--- config.mk ---
export PLATFORM = sky130hd
export DESIGN_NAME = asic_function_multichannel_interface
export DESIGN_NICKNAME = d
export VERILOG_FILES = /design/src/rtl/asic_if_pkg.sv /design/src/rtl/asic_function_multichannel_interface_dac_spi_serializer.sv /design/src/rtl/asic_function_multichannel_interface.sv
export SDC_FILE = /design/constraint.sdc
export NUM_CORES = 1
export LEC_CHECK = 0
export CAP_MARGIN = 20
export CORE_ASPECT_RATIO = 0.5
export CORE_MARGIN = 2
export CORE_UTILIZATION = 35
export CTS_BUF_LIST = sky130_fd_sc_hd__clkbuf_8
export DETAILED_ROUTE_END_ITERATION = 12
export PLACE_DENSITY = 0.6
export SKIP_CTS_REPAIR_TIMING = 1
export SLEW_MARGIN = 10
export SYNTH_ARGS = -nofsm -noshare
export SYNTH_HDL_FRONTEND = slang
export SYNTH_SLANG_ARGS = --single-unit
--- constraint.sdc ---
create_clock -name clk -period 2.1 [get_ports clk]
set_clock_uncertainty 0.15 [all_clocks]
set_input_delay 0.315 -clock clk [delete_from_list [all_inputs] [get_ports clk]]
set_output_delay 0.315 -clock clk [all_outputs]
set_load 0.02 [all_outputs]
--- src/rtl/asic_if_pkg.sv ---
// Shared types and helpers for the multichannel DAC/ADC function interface.
package asic_if_pkg;

  localparam int FRAME_W    = 16;
  localparam int ADDR_W     = 4;
  localparam int MAX_DATA_W = 12;

  typedef enum logic [2:0] {
    ST_IDLE,
    ST_SHIFT,
    ST_CS_GAP,
    ST_LDAC,
    ST_SETTLE,
    ST_CONVST,
    ST_WAIT_EOC,
    ST_OUT
  } state_e;

  // DAC frame: 4-bit channel address followed by the MSB-aligned code.
  function automatic logic [FRAME_W-1:0] pack_frame(input logic [ADDR_W-1:0]     addr,
                                                    input logic [MAX_DATA_W-1:0] code);
    return {addr, code};
  endfunction

endpackage

--- src/rtl/asic_function_multichannel_interface_dac_spi_serializer.sv ---
// SPI shifter: sends one 16-bit frame MSB first, SCLK_DIV cycles per SCLK half-period.
// cs_n falls the cycle after start; done pulses in the last high half-period.
module dac_spi_serializer
  import asic_if_pkg::*;
#(
  parameter int SCLK_DIV = 4
) (
  input  logic               clk,
  input  logic               rst,
  input  logic               start_i,
  input  logic [FRAME_W-1:0] frame_i,
  output logic               cs_n_o,
  output logic               sclk_o,
  output logic               din_o,
  output logic               done_o
);

  localparam int DIV_W = (SCLK_DIV > 1) ? $clog2(SCLK_DIV) : 1;

  logic               active_q;
  logic               sclk_q;
  logic [FRAME_W-1:0] shreg_q;
  logic [3:0]         bit_q;
  logic [DIV_W-1:0]   div_q;
  logic               half_end;
  logic               last_bit;

  assign half_end = (div_q == DIV_W'(SCLK_DIV - 1));
  assign last_bit = (bit_q == 4'(FRAME_W - 1));
  assign done_o   = active_q && sclk_q && half_end && last_bit;

  assign cs_n_o = !active_q;
  assign sclk_o = sclk_q;
  assign din_o  = active_q && shreg_q[FRAME_W-1];

  always_ff @(posedge clk) begin
    if (rst) begin
      active_q <= 1'b0;
      sclk_q   <= 1'b0;
      shreg_q  <= '0;
      bit_q    <= '0;
      div_q    <= '0;
    end else if (start_i && !active_q) begin
      active_q <= 1'b1;
      sclk_q   <= 1'b0;
      shreg_q  <= frame_i;
      bit_q    <= '0;
      div_q    <= '0;
    end else if (active_q) begin
      if (half_end) begin
        div_q  <= '0;
        sclk_q <= !sclk_q;
        // Advance data only as SCLK falls so DIN is stable across the rising edge.
        if (sclk_q) begin
          shreg_q <= {shreg_q[FRAME_W-2:0], 1'b0};
          bit_q   <= bit_q + 4'd1;
          if (last_bit) begin
            active_q <= 1'b0;
          end
        end
      end else begin
        div_q <= div_q + DIV_W'(1);
      end
    end
  end

endmodule

--- src/rtl/asic_function_multichannel_interface.sv ---
// One-at-a-time DAC write / settle / ADC convert engine over NUM_CH channels; s_ready only in IDLE,
// result held on m_* until m_ready. Define ASIC_IF_TIMEOUT_EN to enable the ADC end-of-conversion watchdog.
module asic_function_multichannel_interface
  import asic_if_pkg::*;
#(
  parameter int  NUM_CH         = 4,
  parameter int  DATA_W         = 12,
  parameter int  ADC_W          = 16,
  parameter int  SCLK_DIV       = 4,
  parameter int  SETTLE_CYCLES  = 64,
  parameter int  TIMEOUT_CYCLES = 4096,
  localparam int CH_W           = (NUM_CH > 1) ? $clog2(NUM_CH) : 1
) (
  input  logic              clk,
  input  logic              rst,
  input  logic              s_valid,
  output logic              s_ready,
  input  logic [CH_W-1:0]   s_ch,
  input  logic [DATA_W-1:0] s_data,
  output logic              m_valid,
  input  logic              m_ready,
  output logic [CH_W-1:0]   m_ch,
  output logic [ADC_W-1:0]  m_data,
  output logic              m_err,
  output logic              busy,
  output logic              dac_cs_n,
  output logic              dac_ldac_n,
  output logic              dac_din,
  output logic              dac_sclk,
  output logic              adc_convst,
  output logic [CH_W-1:0]   adc_ch,
  input  logic              adc_eoc,
  input  logic [ADC_W-1:0]  adc_data
);

  localparam int CNT_MAX0 = (SETTLE_CYCLES > TIMEOUT_CYCLES) ? SETTLE_CYCLES : TIMEOUT_CYCLES;
  localparam int CNT_MAX  = (CNT_MAX0 > SCLK_DIV) ? CNT_MAX0 : SCLK_DIV;
  localparam int CNT_W    = $clog2(CNT_MAX + 1);

  state_e                state_q, state_d;
  logic [CNT_W-1:0]      cnt_q, cnt_d;
  logic [CH_W-1:0]       ch_q, ch_d;
  logic [ADC_W-1:0]      data_q, data_d;
  logic                  err_q, err_d;

  logic                  accept;
  logic                  ch_ok;
  logic                  ser_start;
  logic                  ser_done;
  logic [MAX_DATA_W-1:0] code_aligned;
  logic [FRAME_W-1:0]    frame;

  assign accept       = s_valid && (state_q == ST_IDLE);
  assign ch_ok        = (32'(s_ch) < 32'(NUM_CH));
  assign ser_start    = accept && ch_ok;
  assign code_aligned = MAX_DATA_W'(s_data) << (MAX_DATA_W - DATA_W);
  assign frame        = pack_frame(4'(s_ch), code_aligned);

  dac_spi_serializer #(
    .SCLK_DIV (SCLK_DIV)
  ) u_ser (
    .clk     (clk),
    .rst     (rst),
    .start_i (ser_start),
    .frame_i (frame),
    .cs_n_o  (dac_cs_n),
    .sclk_o  (dac_sclk),
    .din_o   (dac_din),
    .done_o  (ser_done)
  );

  always_ff @(posedge clk) begin
    if (rst) begin
      state_q <= ST_IDLE;
      cnt_q   <= '0;
      ch_q    <= '0;
      data_q  <= '0;
      err_q   <= 1'b0;
    end else begin
      state_q <= state_d;
      cnt_q   <= cnt_d;
      ch_q    <= ch_d;
      data_q  <= data_d;
      err_q   <= err_d;
    end
  end

  always_comb begin
    state_d = state_q;
    cnt_d   = cnt_q;
    ch_d    = ch_q;
    data_d  = data_q;
    err_d   = err_q;
    case (state_q)
      ST_IDLE: begin
        // Out-of-range channels are consumed here and never reach the pins.
        if (ser_start) begin
          state_d = ST_SHIFT;
          ch_d    = s_ch;
        end
      end
      ST_SHIFT: begin
        if (ser_done) begin
          state_d = ST_CS_GAP;
          cnt_d   = '0;
        end
      end
      ST_CS_GAP: begin
        if (cnt_q == CNT_W'(SCLK_DIV - 1)) begin
          state_d = ST_LDAC;
          cnt_d   = '0;
        end else begin
          cnt_d = cnt_q + CNT_W'(1);
        end
      end
      ST_LDAC: begin
        if (cnt_q == CNT_W'(SCLK_DIV - 1)) begin
          state_d = ST_SETTLE;
          cnt_d   = '0;
        end else begin
          cnt_d = cnt_q + CNT_W'(1);
        end
      end
      ST_SETTLE: begin
        if (cnt_q == CNT_W'(SETTLE_CYCLES - 1)) begin
          state_d = ST_CONVST;
          cnt_d   = '0;
        end else begin
          cnt_d = cnt_q + CNT_W'(1);
        end
      end
      ST_CONVST: begin
        state_d = ST_WAIT_EOC;
        cnt_d   = '0;
      end
      ST_WAIT_EOC: begin
        if (adc_eoc) begin
          state_d = ST_OUT;
          data_d  = adc_data;
          err_d   = 1'b0;
        end
`ifdef ASIC_IF_TIMEOUT_EN
        else if (cnt_q == CNT_W'(TIMEOUT_CYCLES - 1)) begin
          state_d = ST_OUT;
          data_d  = '1;
          err_d   = 1'b1;
        end else begin
          cnt_d = cnt_q + CNT_W'(1);
        end
`else
`endif
      end
      ST_OUT: begin
        if (m_ready) begin
          state_d = ST_IDLE;
        end
      end
      default: state_d = ST_IDLE;
    endcase
  end

  assign s_ready    = (state_q == ST_IDLE);
  assign busy       = (state_q != ST_IDLE);
  assign dac_ldac_n = (state_q != ST_LDAC);
  assign adc_convst = (state_q == ST_CONVST);
  assign adc_ch     = ch_q;
  assign m_valid    = (state_q == ST_OUT);
  assign m_ch       = ch_q;
  assign m_data     = data_q;
  assign m_err      = err_q;

endmodule

Word level (Yosys, flattened, before mapping)
Cells that the tools add are included.
{ "op_classes": {"n_mux": 22, "n_eq_ne": 19, "n_reduce_logical": 23, "addsub": 3} }
{ "op_table": {"columns": ["op", "count"], "rows": [
  ["14-bit two-way mux", 4],
  ["13-bit case mux with 4 select lines", 1],
  ["13-bit two-way mux", 3],
  ["3-bit case mux with 8 select lines", 1],
  ["3-bit two-way mux", 7],
  ["13-bit by 1-bit adder with 13-bit output (second input constant)", 1],
  ["13-bit by 2-bit equality test with 1-bit output (second input constant)", 1],
  ["13-bit by 6-bit equality test with 1-bit output (second input constant)", 1],
  ["3-bit equality test (second input constant)", 4],
  ["2-bit != test (second input constant)", 5],
  ["2-bit AND reduction", 4],
  ["7-bit AND reduction", 1],
  ["3-bit by 2-bit equality test with 1-bit output (second input constant)", 2],
  ["1-bit logical AND", 6],
  ["3-bit AND reduction", 2],
  ["2-bit nonzero test", 3],
  ["1-bit two-way mux", 5],
  ["4-bit by 1-bit adder with 4-bit output (second input constant)", 1],
  ["4-bit equality test (second input constant)", 1],
  ["2-bit by 1-bit != test with 1-bit output (second input constant)", 2],
  ["4-bit nonzero test", 1],
  ["2-bit OR reduction", 2],
  ["3-bit by 1-bit equality test with 1-bit output (second input constant)", 1],
  ["3-bit logical NOT", 1],
  ["other kinds (6)", 7]
]} }
{ "totals": {"reg_bits": 58, "wordCells": 77, "in_bits": 35} }

Logic depth before layout (Yosys ltp)
{ "depth": {"word_depth": 6, "mapped_depth": 7} }

Cells and area by module
From an unflattened synthesis, not the netlist that was laid out.
{ "unflattened": {"hier_cells": 329, "hier_area_um2": 2785.2} }
{ "modules_own_cells": {"columns": ["module", "seq_area_each_um2", "area_per_inst_um2", "cells_each", "instances"], "rows": [
  ["asic_function_multichannel_interface", 680.7, 1680.4, 211, 1],
  ["dac_spi_serializer", 480.5, 1104.8, 118, 1]
]} }

Worst setup path before layout
OpenSTA, ideal clock, no wires.
{ "synth_path": {"kind": "reg2reg", "startpoint": "register state_q[0]", "endpoint": "register u_ser.bit_q[0]", "setup_time_ns": 0.123, "period_less_slack_ns": 2.001, "path_slack_ns": 0.099, "stages_incl_launch_ff": 7, "arrival_time_ns": 1.728, "path_cell_list": "dfxtp_1 -> buf_2 -> nor3_2 -> nand3_1 -> buf_2 -> nand2_1 -> nor2_1"} }
{ "synth_between": {"elab_chain_len": 4} }
{ "synth_rtl": {"columns": ["item", "line", "text"], "rows": [
  ["start, declared", "asic_function_multichannel_interface.sv:40", "state_e state_q, state_d;"],
  ["start signal, assigned", "asic_function_multichannel_interface.sv:80", "state_q <= state_d;"],
  ["3-bit logical NOT", null, null],
  ["via s_ready", "asic_function_multichannel_interface.sv:17", "output logic s_ready,"],
  ["1-bit logical AND", "asic_function_multichannel_interface.sv:53", "assign accept = s_valid && (state_q == ST_IDLE);"],
  ["1-bit logical AND", "asic_function_multichannel_interface_dac_spi_serializer.sv:43", "end else if (start_i && !active_q) begin"],
  ["2-bit OR reduction (no line)", null, null],
  ["end signal, assigned", "asic_function_multichannel_interface_dac_spi_serializer.sv:56", "bit_q <= bit_q + 4'd1;"],
  ["end, declared", "asic_function_multichannel_interface_dac_spi_serializer.sv:23", "logic [3:0] bit_q;"]
]} }
The timed path passes the listed nets, and every way through them passes these cells.
A chain may end at the register's enable or synchronous reset.

Worst setup path in the final report
{ "layout_path": {"startpoint": "register state_q[1]", "endpoint": "output adc_convst"} }
{ "layout_between": {"elab_chain_len": 1} }
{ "layout_rtl": {"columns": ["item", "line", "text"], "rows": [
  ["3-bit equality test", "asic_function_multichannel_interface.sv:165", "assign adc_convst = (state_q == ST_CONVST);"],
  ["end, declared", "asic_function_multichannel_interface.sv:30", "output logic adc_convst,"]
]} }
No other way between the ends.

==> results.yml <==
run_status:
  status: "finished, final reports clean"
global_route:
  met2_usage_pct: 26.69
  track_usage_pct: 16.02
  grt_pass1_vias: 2328
  antenna_found_initial: 0
  grtUsageMet3_pct: 6.352
  top_usage_layer: "met2"
  use_met1_pct: 18.92
  grt_pass1_wl_um: 10490
  grt_max_degree: 36
  gr-total-overflow: 0
worst_hold_path:
  hold_path_class: "flop to flop"
clock_tree:
  cts_tree: "yes"
  clk_latency_ps: 340
  numCtsBuffers: 9
  root_buffer: "clkbuf_8"
  htreeDepth: 3
  clock_sinks: 58
  cts.clk_slew.worst_paths_ps: 60
  cts_max_path_buffers: 2
route:
  remaining_drc_errors: 0
  wl_um: 6384
  vias_per_cell: 5.047
  vias: 2483
  ant_nets: 0
  drt_iter0_drc: 163
  wl_per_cell_um: 12.98
  drt_pass1_iterations: 4
die:
  initial_core_util_pct: 35.97
  dieArea_mm2: 0.008277
  io_pins: 64
  num_rows: 22
  die_h_um: 65.34
  core_region_area_mm2: 0.007322
  die_w_um: 126.7
layout:
  fin_nets: 431
  syn_to_final_growth_pct: 37.15
  stdcell_area_mm2: 0.003612
  drive_above_1_share_pct: 11.36
  n_antenna_cell: 0
sta:
  slew_viol_final: 0
  rsz0062_at_grt: "true"
  post-route-period-util_pct: 97.59
  post-route-min-period_ps: 2049
  worstMarginPinSlew_ps: 611.4
  hold_viol: 0
  fin_ws_ps: 50.65
  timing.setup.tns_ps: 0
  slew_headroom_pct: 59.09
  fmax_ghz: 0.4880
  holdWs_ps: 301.5
  setup-violations-final: 0
yosys:
  synth_area_mm2: 0.002634
  synth_edf_count: 0
  ys.flop_type: "dfxtp_1"
  ys_ff_latch: 58
  synthArstFlopShare_pct: 0
  yosys-top-cells-area: "dfxtp_1, nand2_1, a21oi_1, nor2_1, a311oi_1"
  synth_top_cell_area_share_pct: 44.09
  seq_area_frac_synth_pct: 44.09
  synth-warning-count: 0
  post-synth-top-area-cell: "dfxtp_1"
  avgSynthCellArea_um2: 8.129
  yosys.cell_types.count: 50
  syn_inst: 324
  syn_nets: 362
placement:
  port_buffers: 62
  dp_hpwl_um: 4517
  place_area_mm2: 0.003391
  gp_congestion: 0.8096
  pre_cts_ws_ps: 26.21
power:
  power.leakage_nw: 1.367
  power.density_mw_per_mm2: 603.6
  ir_drop_mv: 0.2766
  power_mw: 2.180
critical_path:
  end_kind: "output port"
  cp-start-kind: "flop"
  cp_max_fo: 10
  worstPathArrival_ps: 1580
  required_ps: 1630
  worstSetupPathType: "flop to output port"
  regToRegSetupSlack_ps: 50
job:
  drv_cap: 0
## registers in the layout, indices dropped and copies added (netlist names)
register,cells
m_data,16
u_ser.shreg_q,16
cnt_q,13
u_ser.bit_q,4
state_q,3
adc_ch,2
u_ser.div_q,2
u_ser.active_q,1
u_ser.sclk_o,1
## cells in the mapped netlist, drive strengths merged, types with 4 or more instances
master  instances
nand3          14
a311oi         12
a22oi           4
nor2           32
buf            11
nand2          82
clkbuf         11
o21ai           4
xor2            6
a21oi          28
and3            4
dfxtp          58
nor3            6
nand4           4
## stage by stage
step / cells / util [%]
floorplan: 324 / -
detailed placement: 475 / 46.31
finish: 492 / 49.33
CTS: 489 / 48.39
global placement: 475 / 46.31
global route: 492 / 49.33
## placed cells by master, fill, tap and decap left out, types with 5 or more instances in the layout
cell,count
nor3_1,5
nand2_1,82
a21oi_1,28
inv_1,5
nand3_1,13
a311oi_1,12
buf_4,17
clkdlybuf4s50_1,58
dfxtp_1,54
nor2_1,32
xor2_1,6
clkbuf_8,10
## per-layer routing
layer  wire [um]  part of all wire [%]
met3         268                   4.2
met1        3012                    47
met4          83                   1.3
met2        3020                    47
met5           0                     0
## layout make-up
type	count	area (um2)
Fill cell	698	3710
Multi-Input combinational cell	240	1378
Sequential cell	58	1169
Timing Repair Buffer	80	778.2
Clock buffer	10	137.6
Tap cell	96	120.1
Clock inverter	4	15.01
Inverter	4	15.01
## final timing paths
kind / from / end / cells past startpoint
max reg2reg: cnt_q[0]$_SDFFE_PP0P_ / state_q[2]$_SDFFE_PP0P_ / 6
min reg2reg: m_data[12]$_SDFFE_PP0P_ / m_data[12]$_SDFFE_PP0P_ / 2
min: m_data[12]$_SDFFE_PP0P_ / m_data[12]$_SDFFE_PP0P_ / 2
max: state_q[1]$_SDFFE_PP0P_ / adc_convst / 3
## report_power, final
part	switching, mW	internal (mW)
clock network	0.395	0.429
logic	0.0949	0.113
registers	0.0189	1.13
total	0.509	1.67
## cell families (layout without fill, tap and decap cells)
| family | after synthesis | count (layout) | synth area share (%) |
|---|---|---|---|
| compound gates | 69 | 69 | 19.00 |
| other cells | 1 | 1 | 0.1424 |
| xor+xnor | 8 | 8 | 2.660 |
| flops | 58 | 58 | 44.09 |
| fa+ha+maj | 3 | 3 | 1.425 |
| mux | 3 | 3 | 1.140 |
| simple gates | 156 | 156 | 26.84 |
| buf+inv | 26 | 98 | 4.703 |
## critical path: stages (launching register included)
cell and delay (ps):
dfxtp_2 380, buf_4 160, nor2_1 90, clkdlybuf4s50_1 610
Note: power is estimated with default switching activity, not from simulation.
